<file path="src/rtl/fft_out_serializer.sv">
// Ping-pong frame buffer: captures one 8-bin FFT frame, streams it as 8 complex beats; BITREV_ORDER_EN selects bit-reversed beat order.
// Latency: beat 0 valid the cycle after capture; in_ready drops when both banks are occupied, outputs hold while out_ready is low.
module fft_out_serializer #(
    parameter int N = 4
) (
    input  logic              clk,
    input  logic              rst,
    input  logic              in_valid,
    output logic              in_ready,
    input  logic [2**N-1:0]   y0,
    input  logic [2**N-1:0]   y4,
    input  logic [2**N-1:0]   yr1,
    input  logic [2**N-1:0]   yi1,
    input  logic [2**N-1:0]   yr2,
    input  logic [2**N-1:0]   yi2,
    input  logic [2**N-1:0]   yr3,
    input  logic [2**N-1:0]   yi3,
    input  logic [2**N-1:0]   yr5,
    input  logic [2**N-1:0]   yi5,
    input  logic [2**N-1:0]   yr6,
    input  logic [2**N-1:0]   yi6,
    input  logic [2**N-1:0]   yr7,
    input  logic [2**N-1:0]   yi7,
    output logic              out_valid,
    input  logic              out_ready,
    output logic [2**N-1:0]   out_re,
    output logic [2**N-1:0]   out_im,
    output logic [2:0]        out_idx,
    output logic              out_last,
    output logic              ovf
);
    localparam int W = 2**N;

    logic [W-1:0] re_mem_q [2][8];
    logic [W-1:0] im_mem_q [2][8];

    logic       wr_bank_q, wr_bank_d;
    logic       rd_bank_q, rd_bank_d;
    logic [1:0] occ_q, occ_d;
    logic [2:0] beat_q, beat_d;
    logic       ovf_q, ovf_d;

    logic       capture;
    logic       advance;
    logic       release_frame;
    logic [2:0] rd_idx;

    assign in_ready      = (occ_q != 2'd2);
    assign out_valid     = (occ_q != 2'd0);
    assign capture       = in_valid && in_ready;
    assign advance       = out_valid && out_ready;
    assign release_frame = advance && (beat_q == 3'd7);

`ifdef BITREV_ORDER_EN
    assign rd_idx = {beat_q[0], beat_q[1], beat_q[2]};
`else
    assign rd_idx = beat_q;
`endif

    // Bank storage is deliberately not reset; occ gates whether it is ever read.
    always_ff @(posedge clk) begin
        if (capture) begin
            re_mem_q[wr_bank_q][0] <= y0;   im_mem_q[wr_bank_q][0] <= '0;
            re_mem_q[wr_bank_q][1] <= yr1;  im_mem_q[wr_bank_q][1] <= yi1;
            re_mem_q[wr_bank_q][2] <= yr2;  im_mem_q[wr_bank_q][2] <= yi2;
            re_mem_q[wr_bank_q][3] <= yr3;  im_mem_q[wr_bank_q][3] <= yi3;
            re_mem_q[wr_bank_q][4] <= y4;   im_mem_q[wr_bank_q][4] <= '0;
            re_mem_q[wr_bank_q][5] <= yr5;  im_mem_q[wr_bank_q][5] <= yi5;
            re_mem_q[wr_bank_q][6] <= yr6;  im_mem_q[wr_bank_q][6] <= yi6;
            re_mem_q[wr_bank_q][7] <= yr7;  im_mem_q[wr_bank_q][7] <= yi7;
        end
    end

    always_comb begin
        wr_bank_d = wr_bank_q;
        rd_bank_d = rd_bank_q;
        occ_d     = occ_q;
        beat_d    = beat_q;
        ovf_d     = ovf_q;
        if (capture) begin
            wr_bank_d = ~wr_bank_q;
        end
        if (advance) begin
            beat_d = beat_q + 3'd1;
        end
        if (release_frame) begin
            rd_bank_d = ~rd_bank_q;
        end
        case ({capture, release_frame})
            2'b10:   occ_d = occ_q + 2'd1;
            2'b01:   occ_d = occ_q - 2'd1;
            default: occ_d = occ_q;
        endcase
        if (in_valid && !in_ready) begin
            ovf_d = 1'b1;
        end
    end

    always_ff @(posedge clk or posedge rst) begin
        if (rst) begin
            wr_bank_q <= 1'b0;
            rd_bank_q <= 1'b0;
            occ_q     <= 2'd0;
            beat_q    <= 3'd0;
            ovf_q     <= 1'b0;
        end else begin
            wr_bank_q <= wr_bank_d;
            rd_bank_q <= rd_bank_d;
            occ_q     <= occ_d;
            beat_q    <= beat_d;
            ovf_q     <= ovf_d;
        end
    end

    assign out_re   = out_valid ? re_mem_q[rd_bank_q][rd_idx] : '0;
    assign out_im   = out_valid ? im_mem_q[rd_bank_q][rd_idx] : '0;
    assign out_idx  = out_valid ? rd_idx : 3'd0;
    assign out_last = out_valid && (beat_q == 3'd7);
    assign ovf      = ovf_q;

endmodule

</file>
<file path="config.mk">
export PLATFORM = sky130hd
export DESIGN_NAME = fft_out_serializer
export DESIGN_NICKNAME = d
export VERILOG_FILES = /design/src/rtl/fft_out_serializer.sv
export SDC_FILE = /design/constraint.sdc
export NUM_CORES = 1
export LEC_CHECK = 0
export CAP_MARGIN = 20
export CORE_AREA = 2 2 258 285
export CTS_BUF_LIST = sky130_fd_sc_hd__clkbuf_4
export CTS_CLUSTER_SIZE = 8
export DETAILED_ROUTE_END_ITERATION = 10
export DIE_AREA = 0 0 260 287
export PLACE_DENSITY = 0.42
export SLEW_MARGIN = 10
export SYNTH_ARGS = -nofsm -noshare
export SYNTH_HDL_FRONTEND = slang
export SYNTH_SLANG_ARGS = --single-unit
</file>
<file path="constraint.sdc">
create_clock -name clk -period 13.55 [get_ports clk]
set_input_delay 2.0325 -clock clk [delete_from_list [all_inputs] [get_ports clk]]
set_output_delay 2.0325 -clock clk [all_outputs]
set_load 0.005 [all_outputs]
</file>
Yosys cells after proc, flatten, opt, wreduce, memory -nomap -nowiden
Memories as Yosys holds them, arrays and structs flattened.
Cells that the tools add are included.
{"block": "word_totals", "ram_bits": 448, "output_inout_bits": 39, "in_bits": 228, "regBits": 8, "elab_cells": 38, "memories": 2}
{"block": "op_classes", "addsub": 3, "eq_ne": 4, "muxes": 12, "n_lt_le_gt_ge": 1, "n_reduce_logical": 8, "bitwise": 3}
{"name": "re_mem_q", "depth": 2, "width": 128, "rd": 1, "rd_ports_with_merged_regs": 0, "wr": 1, "line": "34", "source": "logic [W-1:0] re_mem_q [2][8];"}
{"name": "im_mem_q", "depth": 2, "width": 96, "rd": 1, "rd_ports_with_merged_regs": 0, "wr": 1, "line": "35", "source": "logic [W-1:0] im_mem_q [2][8];"}
{"cell": "binary-select mux 16 bit (select 3 bit)", "count": 2}
{"cell": "two-way mux 16 bit", "count": 6}
{"cell": "logical AND 1 bit", "count": 5}
{"cell": "greater-or-equal comparator 4 bit (second input constant)", "count": 1}
{"cell": "inverter 3 -> 4 bit", "count": 1}
{"cell": "case mux 2 bit (2 select lines)", "count": 1}
{"cell": "nonzero test 2 bit", "count": 2}
{"cell": "adder 3 x 1 -> 3 bit (second input constant)", "count": 1}
{"cell": "== test 3 bit (second input constant)", "count": 1}
{"cell": "two-way mux 3 bit", "count": 1}
{"cell": "adder 2 x 1 -> 2 bit (second input constant)", "count": 1}
{"cell": "== test 2 x 1 -> 1 bit (second input constant)", "count": 1}
{"cell": "== test 2 bit (second input constant)", "count": 1}
{"cell": "two-way mux 1 bit", "count": 2}
{"cell": "inequality test 2 bit (second input constant)", "count": 1}
{"cell": "inverter 1 bit", "count": 2}
{"cell": "subtractor 2 x 1 -> 2 bit (second input constant)", "count": 1}
{"cell": "zero test 1 bit", "count": 1}

Logic depth before layout (Yosys ltp)
Gate-level depths: netlist of the first run.
{"block": "logic_depth", "word_depth": 5, "depth_mapped": 8, "ltp_nobuf": 7}

Worst setup path before layout of the first run
OpenSTA, ideal clock, no wires.
{"block": "synth_timing", "kind": "in2reg", "start": "input port in_valid", "end": "memory im_mem_q[0][0] (netlist bit) (enable)", "t_arrival_ps": 11409, "t_required_ps": 12738, "cell_stages": 2, "setup_slack_ps": 1328, "cell_sequence": "nand2_1 -> nor2_1"}
{"block": "synth_between", "elab_chain_len": 3}
{"element": "from (decl)", "line": "8", "source": "input logic in_valid,"}
{"element": "logical AND 1 bit", "line": "50", "source": "assign capture = in_valid && in_ready;"}
{"element": "two-way mux 1 bit", "line": "62", "source": "if (capture) begin"}
{"element": "two-way mux 1 bit (not written as such)", "line": "70", "source": "re_mem_q[wr_bank_q][7] <= yr7; im_mem_q[wr_bank_q][7] <= yi7;"}
{"element": "to (decl)", "line": "35"}
No other way between the ends.

Worst setup path in the final report of the first run
{"block": "layout_timing", "start": "register rd_bank_q", "end": "output port out_re[14]"}
{"block": "layout_between", "elab_chain_len": 5}
{"element": "from (decl)", "line": "38", "source": "logic rd_bank_q, rd_bank_d;"}
{"element": "from (signal assigned)", "line": "108", "source": "rd_bank_q <= rd_bank_d;"}
{"element": "memory (2 x 128 bit)"}
{"element": "binary-select mux 16 bit (select 3 bit)", "line": "115", "source": "assign out_re = out_valid ? re_mem_q[rd_bank_q][rd_idx] : '0;"}
{"element": "two-way mux 16 bit (not written as such) (2 in a row)", "line": "115"}
{"element": "two-way mux 16 bit", "line": "115"}
{"element": "to (decl)", "line": "26", "source": "output logic [2**N-1:0] out_re,"}
No other way between the ends. The select of a mux whose other input is x is not followed.

==> summary.md, run 1 <==
| Metric | Value |
|---|---|
| Status | completed |
| CORE AREA | around 72000 sq um |
| Hold path endpoint | ovf |
| Pre-CTS setup slack | ~7.5 ns |
| Initial antenna violation count | 20 |
| Die H | between 200 and 300 um |
| Power per cell area | about 210 nW/um^2 |
| WL per Instance | roughly 21 um |
| Fin. max-slew vios | 0 |
| Die width | 260 um |
| CTS Buf Count | about 120 |
| GRT Util Overall | between 10% and 20% |
| Antenna Nets Post-Route | 0 |
| I/O Buffers | roughly 270 |
| Placed cell areas | between 20000 and 25000 sq um |
| First-pass GRT wire length | ~69000 um |
| GP Congestion | around 0.73 |
| Mapped Cells | approximately 850 |
| Hold Path Class | flip-flop to flip-flop |
| First-pass DRT Iterations | 4 |
| CP Capture Type | output pin |
| Yosys warns | 0 |
| Crit start category | flip-flop |
| Pin count of the biggest net entering global routing | between 70 and 80 |
| Reg2Reg Depth | 4 |
| Post-Syn Nets | ~1100 |
| Synthesis-to-layout area growth | 29.49% |
| Clk_skew | 0.04858 ns |
| Finished Layout Cells | 2253 |
| Post-layout util | 32.21% |
| H-tree depth | 3 |
| Vias in the first global route | around 10000 |
| Placed insts | about 2000 |
| RSZ-0062 raised after global routing | false |
| Resized cells post-CTS | 0 |
| Worst reg2reg setup slack | 10.04 ns |
| Clock Sinks | 456 |
| # hold bufs at CTS | 0 |
| Seq cells post-synth | roughly 460 |
| Mapped Avg Cell Area | 20.91 sq um |
| Period utilization | 49.37% |
| Required @ worst endpoint | around 12 ns |
| Kind of critical path | flip-flop to output pin |
| Synth cell types | 34 |
| Final Hold Fails | 0 |
| Final WL | approximately 48000 um |
| Max Buffers Root-to-Sink | 3 |
| End of the worst register-to-register path | re_mem_q[1][40] |
| Setup TNS | 0 ns |
| Primary FF master, synth | edfxtp_1 |
| FP Rows | 103 |
| Setup bufs post-CTS | 0 |
| Clk_lat worst skew | between 0.8 and 0.9 ns |
| Vias post-DR | about 9500 |
| Synthesized cell area | between 15000 and 20000 sq um |
| Fin worst setup slack | 6.860 ns |
| Net Switching | between 0.0015 and 0.002 W |
| Crit-path max FO | between 40 and 50 |
| DP Wirelength | approximately 31000 um |
| CTS tree | built |
| Hold_sp | ovf |
| F_max | ~150 MHz |
| Combinational power share | roughly a third |
| Worst hold stages | 1 |
| CTS clk-pin slew, worst paths | around 0.07 ns |
| Slew Limit Headroom | a little over a quarter |
| Async SR Flop Fraction | 1.754% |
| Share of layout cells above drive strength 1 | roughly a quarter |
| Sequential area share after synthesis | approximately three quarters |
| Slew @ Worst Pin | between 1 and 1.5 ns |
| Final nets | around 1400 |
| Switching Share | between 30% and 40% |
| # setup viols final | 0 |
| Die area | ~75000 sq um |
| P_leak | 7.680 nW |
| Reg2reg start | occ_q[0] |
| Vias/cell | 4.234 |
| CP Data Arrival Time | between 4 and 5 ns |
| Root Driver | clkbuf_4 |
| I/O pin count | roughly 270 |
| Initial core utilization | approximately a quarter |
| Clock power share | 24.6% |
| Fillers | 7041 |
| Post-route cell area | 23040 sq um |
| Worst vdd ir | 0.1009 mV |
| DRC Markers | 0 |
| Post-synth EDFFs | ~450 |
| Final worst path period need | ~6.7 ns |
| First DRT Iteration DRCs | between 400 and 500 |
| Flop pwr share | between 40 and 50% |
| Internal cell power | about 0.0033 W |
| GRT overflow | 0 |
| MaxCap Viol Count | 0 |
-- metrics by stage --
step | hold WS [ns] | total power, W
4_1_cts | 0.4953 | 0.005069
3_3_place_gp | 0.4607 | 0.003814
5_1_grt | 0.5236 | 0.005248
3_5_place_dp | 0.4654 | 0.003817
6_report | 0.4871 | 0.004934
2_1_floorplan | 0.4604 | 0.003210
-- cell families (layout without fill, tap and decap cells) --
kind of cell / after synthesis / in the layout / share of synthesized area (%)
other: 0 / 3 / 0
muxes: 157 / 157 / 13.70
DFF: 456 / 456 / 76.74
AOI/OAI and AO/OA: 98 / 98 / 4.937
buffers and inverters: 68 / 522 / 2.328
and+or+nand+nor: 63 / 63 / 1.793
xor gates and xnor gates: 6 / 6 / 0.2954
adders and majority gates: 3 / 3 / 0.2110
-- worst max-delay path: stages (launching register included) --
cell and delay [ns]:
dfrtp_4 0.82, buf_4 0.71, buf_4 0.82, mux4_2 0.61
a22oi_2 0.17, o211ai_2 0.09, clkdlybuf4s50_1 0.52
-- power by group through the flow --
stage,combinational (W),sequential [W],clock [W]
after global routing,0.00183,0.00208,0.00134
final,0.00168,0.00205,0.00121
after global placement,0.00174,0.00208,0
after detailed placement,0.00173,0.00208,0
after floorplan,0.00110,0.00211,0
after CTS,0.00174,0.00205,0.00127
-- registers in the layout, indices dropped and copies added, names as in the netlist --
name / flops
re_mem_q: 256
ovf: 1
rd_bank_q: 1
occ_q: 2
beat_q: 3
im_mem_q: 192
wr_bank_q: 1
-- worst max-delay path by stage --
stage | to | start
2_1_floorplan | im_mem_q[0][0] | in_valid
3_3_place_gp | out_re[9] | rd_bank_q
3_5_place_dp | out_re[9] | rd_bank_q
4_1_cts | out_re[9] | rd_bank_q
5_1_grt | out_re[9] | rd_bank_q
6_report | out_re[14] | rd_bank_q
-- cell type report --
type                    count  area [sq um]  share of cell area [%]
diodes                      3         7.507                 0.03258
clock buffers             183          1374                   5.963
clock inverters            37         214.0                  0.9286
inverters                  18         67.56                  0.2933
multi-input cells         327          3737                   16.22
flip-flops and latches    456         13660                   59.29
well taps                 945          1182                   5.132
repair buffers            284          2798                   12.14
-- layout by cell type, fill, tap and decap left out, types with 3 or more instances in the layout --
cell | netlist | final
a22oi_1 | 33 | 33
xnor2_1 | 4 | 4
mux4_2 | 69 | 69
nand2_1 | 18 | 18
clkinv_2 | 0 | 10
diode_2 | 0 | 3
dfrtp_1 | 8 | 5
a22oi_2 | 26 | 26
clkdlybuf4s50_1 | 0 | 266
o21ai_1 | 16 | 16
inv_1 | 11 | 11
and2_1 | 5 | 5
buf_4 | 14 | 18
mux2i_1 | 86 | 86
clkinvlp_4 | 0 | 3
o211ai_2 | 10 | 10
edfxtp_1 | 448 | 448
o211ai_1 | 11 | 11
clkinv_1 | 7 | 26
ha_1 | 3 | 3
clkbuf_4 | 0 | 183
nand3_1 | 27 | 27
-- cell usage after synthesis, drive strengths merged (3+ instances only) --
master | n | area share, %
a22oi | 59 | 3.2
mux4 | 69 | 8.7
clkinv | 7 | 0.15
ha | 3 | 0.21
mux2i | 86 | 4.8
o211ai | 21 | 1.2
buf | 41 | 1.8
xnor2 | 4 | 0.20
dfrtp | 8 | 1.1
nand2 | 18 | 0.38
inv | 11 | 0.23
nand3 | 27 | 0.76
o21ai | 16 | 0.45
clkbuf | 9 | 0.19
nor2 | 4 | 0.13
edfxtp | 448 | 76
and2 | 6 | 0.23
-- metal layers --
layer	routed length [um]	track usage, %
met5	191	0
met4	1048	4.425
met3	4146	5.212
met2	23670	21.47
met1	19090	14.84
Note: power is estimated with default switching activity, not from simulation.
==> run 2: changes to the inputs <==
==> constraint.sdc (replaced) <==
create_clock -name clk -period 6.45 [get_ports clk]
set_input_delay 0.9675 -clock clk [delete_from_list [all_inputs] [get_ports clk]]
set_output_delay 0.9675 -clock clk [all_outputs]
set_load 0.005 [all_outputs]
==> run 2 against run 1 <==
  * First-iteration DRC count grew 11%
  * Clock skew grew 0.015 ns
  * Critical path depth is the same
  * Die area is the same
  * Global-route usage is essentially flat
  * Hold slack lost 0.11 ns
  * Sequential power grew 110%
  * Clock power grew 110%
  * Sequential share of layout area shrank 0.084 points
  * Critical endpoint is now out_im[1]
  * Largest cell class unchanged
  * Highest routed layer unchanged
==> summary.md, run 2 (same netlist as run 1, synthesis figures left out) <==
| Metric | Value |
|---|---|
| Status | completed |
| Antenna Nets Post-Route | 0 |
| Final Hold Fails | 0 |
| Period utilization | 75.24% |
| Biggest registers after layout | re_mem_q (256), im_mem_q (192), beat_q (3) |
| Fin. max-slew vios | 0 |
| GRT overflow | 0 |
| Finished Layout Cells | about 2200 |
| CTS tree | built |
| Share of layout cells above drive strength 1 | between 20% and 30% |
| FP Rows | ~100 |
| Synthesis-to-layout area growth | 29.68% |
| Die H | 287 um |
| H-tree depth | 3 |
| Slew @ Worst Pin | ~1.1 ns |
| I/O pin count | around 270 |
| Initial antenna violation count | 18 |
| DP Wirelength | between 30000 and 40000 um |
| Resized cells post-CTS | 0 |
| Hold Path Class | input port to async pin |
| # setup viols final | 0 |
| Final worst path period need | between 4 and 5 ns |
| Max reg flops | 256 |
| Final nets | about 1400 |
| P_leak | 7.682 nW |
| Die area | between 70000 and 80000 sq um |
| Clock Sinks | 456 |
| Worst vdd ir | approximately 0.21 mV |
| Kind of critical path | flip-flop to output pin |
| Worst reg2reg setup slack | 3.79 ns |
| First-pass GRT wire length | 69260 um |
| WL per Instance | around 21 um |
| Initial core utilization | approximately 25% |
| Setup bufs post-CTS | 0 |
| Vias post-DR | around 9600 |
| CTS clk-pin slew, worst paths | approximately 0.070 ns |
| RSZ-0062 raised after global routing | false |
| Setup TNS | 0 ns |
| CP Data Arrival Time | slightly below 4 ns |
| Most common cell after layout, fill and taps aside | edfxtp_1 |
| MaxCap Viol Count | 0 |
| CTS Buf Count | 121 |
| Most frequent cells in the layout | edfxtp_1 (448), clkdlybuf4s50_1 (266), clkbuf_4 (184) |
| Placed insts | around 2000 |
| Clk_lat worst skew | approximately 0.85 ns |
| Crit start category | flip-flop |
| F_max | 206.1 MHz |
| GRT Util Overall | about an eighth |
| Total chip power | around 0.010 W |
| I/O Buffers | ~270 |
| Largest Register | re_mem_q |
| Met1 usage in global routing | 15.27% |
| Clk_skew | roughly 0.063 ns |
| Met3 GRT Util | between 4 and 5% |
| Root Driver | clkbuf_4 |
| Vias in the first global route | about 10000 |
| Max Buffers Root-to-Sink | 3 |
| Pin count of the biggest net entering global routing | around 130 |
| Die width | between 200 and 300 um |
| Met2 Usage GRT | 21.54% |
| DRC Markers | 0 |
| Vias/cell | ~4.3 |
| First DRT Iteration DRCs | 533 |
| GR peak layer | met2 |
| Final WL | around 48000 um |
| CORE AREA | between 70000 and 80000 sq um |
| First-pass DRT Iterations | 6 |
| Required @ worst endpoint | approximately 5.5 ns |
| Crit-path max FO | 62 |
| CP Capture Type | output pin |
| Slew Limit Headroom | 27.33% |
| # hold bufs at CTS | 0 |
| GP Congestion | between 0.7 and 0.8 |
| Power per cell area | ~450 nW/um^2 |
## run 2: through the flow
stage / utilization (%) / setup slack (ns) / area (sq um) / hold WS [ns]
global placement: 30.01 / 2.292 / 21460 / 0.4671
floorplan: - / 1.605 / 17800 / 0.4678
CTS: 32.21 / 1.300 / 23040 / 0.2576
detailed placement: 30.01 / 2.292 / 21470 / 0.4613
global route: 32.25 / 1.233 / 23070 / 0.3282
finish: 32.26 / 1.597 / 23070 / 0.3740
## run 2: critical path: stages, from the launching register on
cell and delay [ns]:
dfrtp_4 1.02, buf_12 0.46, mux2i_1 0.16, a22oi_1 0.37, o211ai_1 0.18, o21ai_1 0.16, clkdlybuf4s50_1 0.60
## run 2: final timing paths
| check | to | start | depth (start not counted) |
|---|---|---|---|
| hold reg to reg | ovf | ovf | 1 |
| min in group clk | ovf | ovf | 1 |
| setup / recovery | out_im[1] | rd_bank_q | 6 |
| max in group asynchronous | rd_bank_q | rst | 2 |
| setup reg to reg | re_mem_q[1][53] | occ_q[0] | 3 |
| hold / removal | wr_bank_q | rst | 2 |
## run 2: per-layer routing
metal	up-vias	part of all wire, %
li1	4319	-
met2	347	50
met4	24	2.1
met3	110	8.1
met1	4790	40
met5	-	0.33
## run 2: cell type report
class / instances / area [sq um]
fill: 6995 / 48450
sequential: 456 / 13660
multi-input combinational: 327 / 3740
timing repair buffer: 281 / 2845
clock buffer: 184 / 1381
tap: 945 / 1182
clock inverter: 33 / 188.9
inverter: 18 / 67.56
antenna: 3 / 7.507
## run 2: where the power goes
part / total, W / switching (W) / internal [W] / leakage, nW
registers: 0.00429 / 0.000239 / 0.00405 / 4.25
clock network: 0.00252 / 0.00118 / 0.00134 / 0.943
logic: 0.00357 / 0.00194 / 0.00162 / 2.49
==> run 3: changes to the inputs <==
==> constraint.sdc (replaced) <==
create_clock -name clk -period 4.78 [get_ports clk]
set_input_delay 0.717 -clock clk [delete_from_list [all_inputs] [get_ports clk]]
set_output_delay 0.717 -clock clk [all_outputs]
set_load 0.005 [all_outputs]
==> run 3 against run 2 <==
  * Die area did not move
  * Hold slack got worse by 0.013 ns
  * Non-clock buffer count rose by 20
  * Flip-flop and latch count did not move
==> summary.md, run 3 (same netlist as run 1, synthesis figures left out) <==
| Metric | Value |
|---|---|
| Vias in the first global route | around 11000 |
| Setup TNS | 0 ns |
| Antenna Nets Post-Route | 0 |
| Die area | ~75000 sq um |
| Share of layout cells above drive strength 1 | between 20% and 30% |
| MaxCap Viol Count | 0 |
| Most frequent cells in the layout | edfxtp_1 (448), clkdlybuf4s50_1 (266), clkbuf_4 (185) |
| Final nets | approximately 1500 |
| CTS clk-pin slew, worst paths | about 0.06 ns |
| FP Rows | between 100 and 150 |
| GP Congestion | around 0.76 |
| Initial antenna violation count | 22 |
| H-tree depth | 4 |
| DP Wirelength | roughly 33000 um |
| Most common cell after layout, fill and taps aside | edfxtp_1 |
| GRT Util Overall | about an eighth |
| WL per Instance | around 21 um |
| Final Hold Fails | 0 |
| # setup viols final | 0 |
| Met2 Usage GRT | 21.38% |
| Fin. max-slew vios | 0 |
| Final WL | around 49000 um |
| Max Buffers Root-to-Sink | 3 |
| CP Data Arrival Time | approximately 3.5 ns |
| CTS Buf Count | 134 |
| Pre-CTS setup slack | around 1.4 ns |
| First-pass GRT wire length | roughly 70000 um |
| Largest Register | re_mem_q |
| Pin count of the biggest net entering global routing | between 50 and 60 |
| Period utilization | between 80% and 90% |
| CTS tree | built |
| CP Capture Type | output pin |
| Resized cells post-CTS | 0 |
| GRT overflow | 0 |
| Vias post-DR | slightly below 10000 |
| P_leak | 7.810 nW |
| Initial core utilization | between 20 and 25% |
| DRC Markers | 0 |
| Worst vdd ir | roughly 0.22 mV |
| Die H | around 290 um |
| First-pass DRT Iterations | 4 |
| Met3 GRT Util | between 5 and 6% |
| Final worst path period need | between 4 and 5 ns |
| GR peak layer | met2 |
| Root Driver | clkbuf_4 |
| Crit-path max FO | 34 |
| F_max | about 240 MHz |
| First DRT Iteration DRCs | roughly 380 |
| Clock Sinks | approximately 460 |
| Slew Limit Headroom | a little over two fifths |
| Synthesis-to-layout area growth | 31.14% |
| Slew @ Worst Pin | about 0.85 ns |
| Kind of critical path | flip-flop to output pin |
| Fin worst setup slack | approximately 0.53 ns |
| Met1 usage in global routing | around 15% |
| Required @ worst endpoint | about 4.1 ns |
| Vias/cell | ~4.2 |
| Max reg flops | between 200 and 300 |
| Crit start category | flip-flop |
| CORE AREA | 71520 sq um |
| Hold Path Class | input port to flip-flop |
| Status | completed |
| I/O pin count | 267 |
| Clk_lat worst skew | 0.94 ns |
| Power per cell area | 612.9 nW/um^2 |
| RSZ-0062 raised after global routing | false |
| Die width | around 260 um |
| Biggest registers after layout | re_mem_q (256), im_mem_q (192), beat_q (3) |
| I/O Buffers | ~270 |
| Clk_skew | about 0.054 ns |
run 3: cell count changes in the layout (fill, tap and decap cells not counted), sizes merged:
cell | previous run | this run
clkinvlp | 1 | 3
dlygate4sd3 | 0 | 1
buf | 15 | 34
clkbuf | 184 | 185
inv | 15 | 17
clkinv | 34 | 32
diode | 3 | 4
run 3: final cells by class:
type	count	area, sq um
multi-input cells	327	3737
clock inverters	35	221.5
flip-flops and latches	456	13660
inverters	18	67.56
diodes	4	10.01
clock buffers	185	1389
well taps	945	1182
repair buffers	301	3065
fillers	6997	48190
run 3: layer usage:
layer / part of all wire [%] / wire length (um)
met5: 0.41 / 197
met4: 1.6 / 775
met3: 8.2 / 3983
met2: 49 / 23820
met1: 41 / 19730
run 3: where the power goes:
group          switching [W]  internal [W]
clock network        0.00167       0.00185
registers           0.000309       0.00546
logic                0.00268       0.00233
total                0.00467       0.00963
run 3: repair_timing:
action,CTS,global route
hold buffers,1,0
setup buffers,0,0
endpoints found under the hold margin,8,0
run 3: stage by stage:
step / area [sq um] / instances / power (W) / hold slack (ns) / utilization, %
global placement: 21700 / 2046 / 0.01101 / 0.4613 / 30.34
floorplan: 17800 / 851 / 0.008902 / 0.4678 / -
CTS: 23320 / 2267 / 0.01469 / 0.2043 / 32.61
global route: 23330 / 2269 / 0.01517 / 0.2673 / 32.61
finish: 23330 / 2271 / 0.01430 / 0.3612 / 32.62
detailed placement: 21700 / 2046 / 0.01105 / 0.4701 / 30.34
run 3: path summary, 6_finish.rpt:
path	startpoint	endpoint	slack, ns	cells past startpoint
setup / recovery	rd_bank_q	out_im[10]	0.53	6
hold / removal	yr6[12]	re_mem_q[1][28]	0.36	1
setup reg to reg	occ_q[0]	re_mem_q[0][20]	2.49	4
hold reg to reg	ovf	ovf	0.48	1
max in group asynchronous	rst	rd_bank_q	3.85	3
min in group asynchronous	rst	rd_bank_q	0.64	3
run 3: worst max-delay path: stages (launching register included):
cell             delay [ns]
dfrtp_4                0.91
buf_12                 0.32
mux2i_1                0.12
a22oi_1                0.40
nand3_1                0.15
o21ai_1                0.11
clkdlybuf4s50_1        0.57
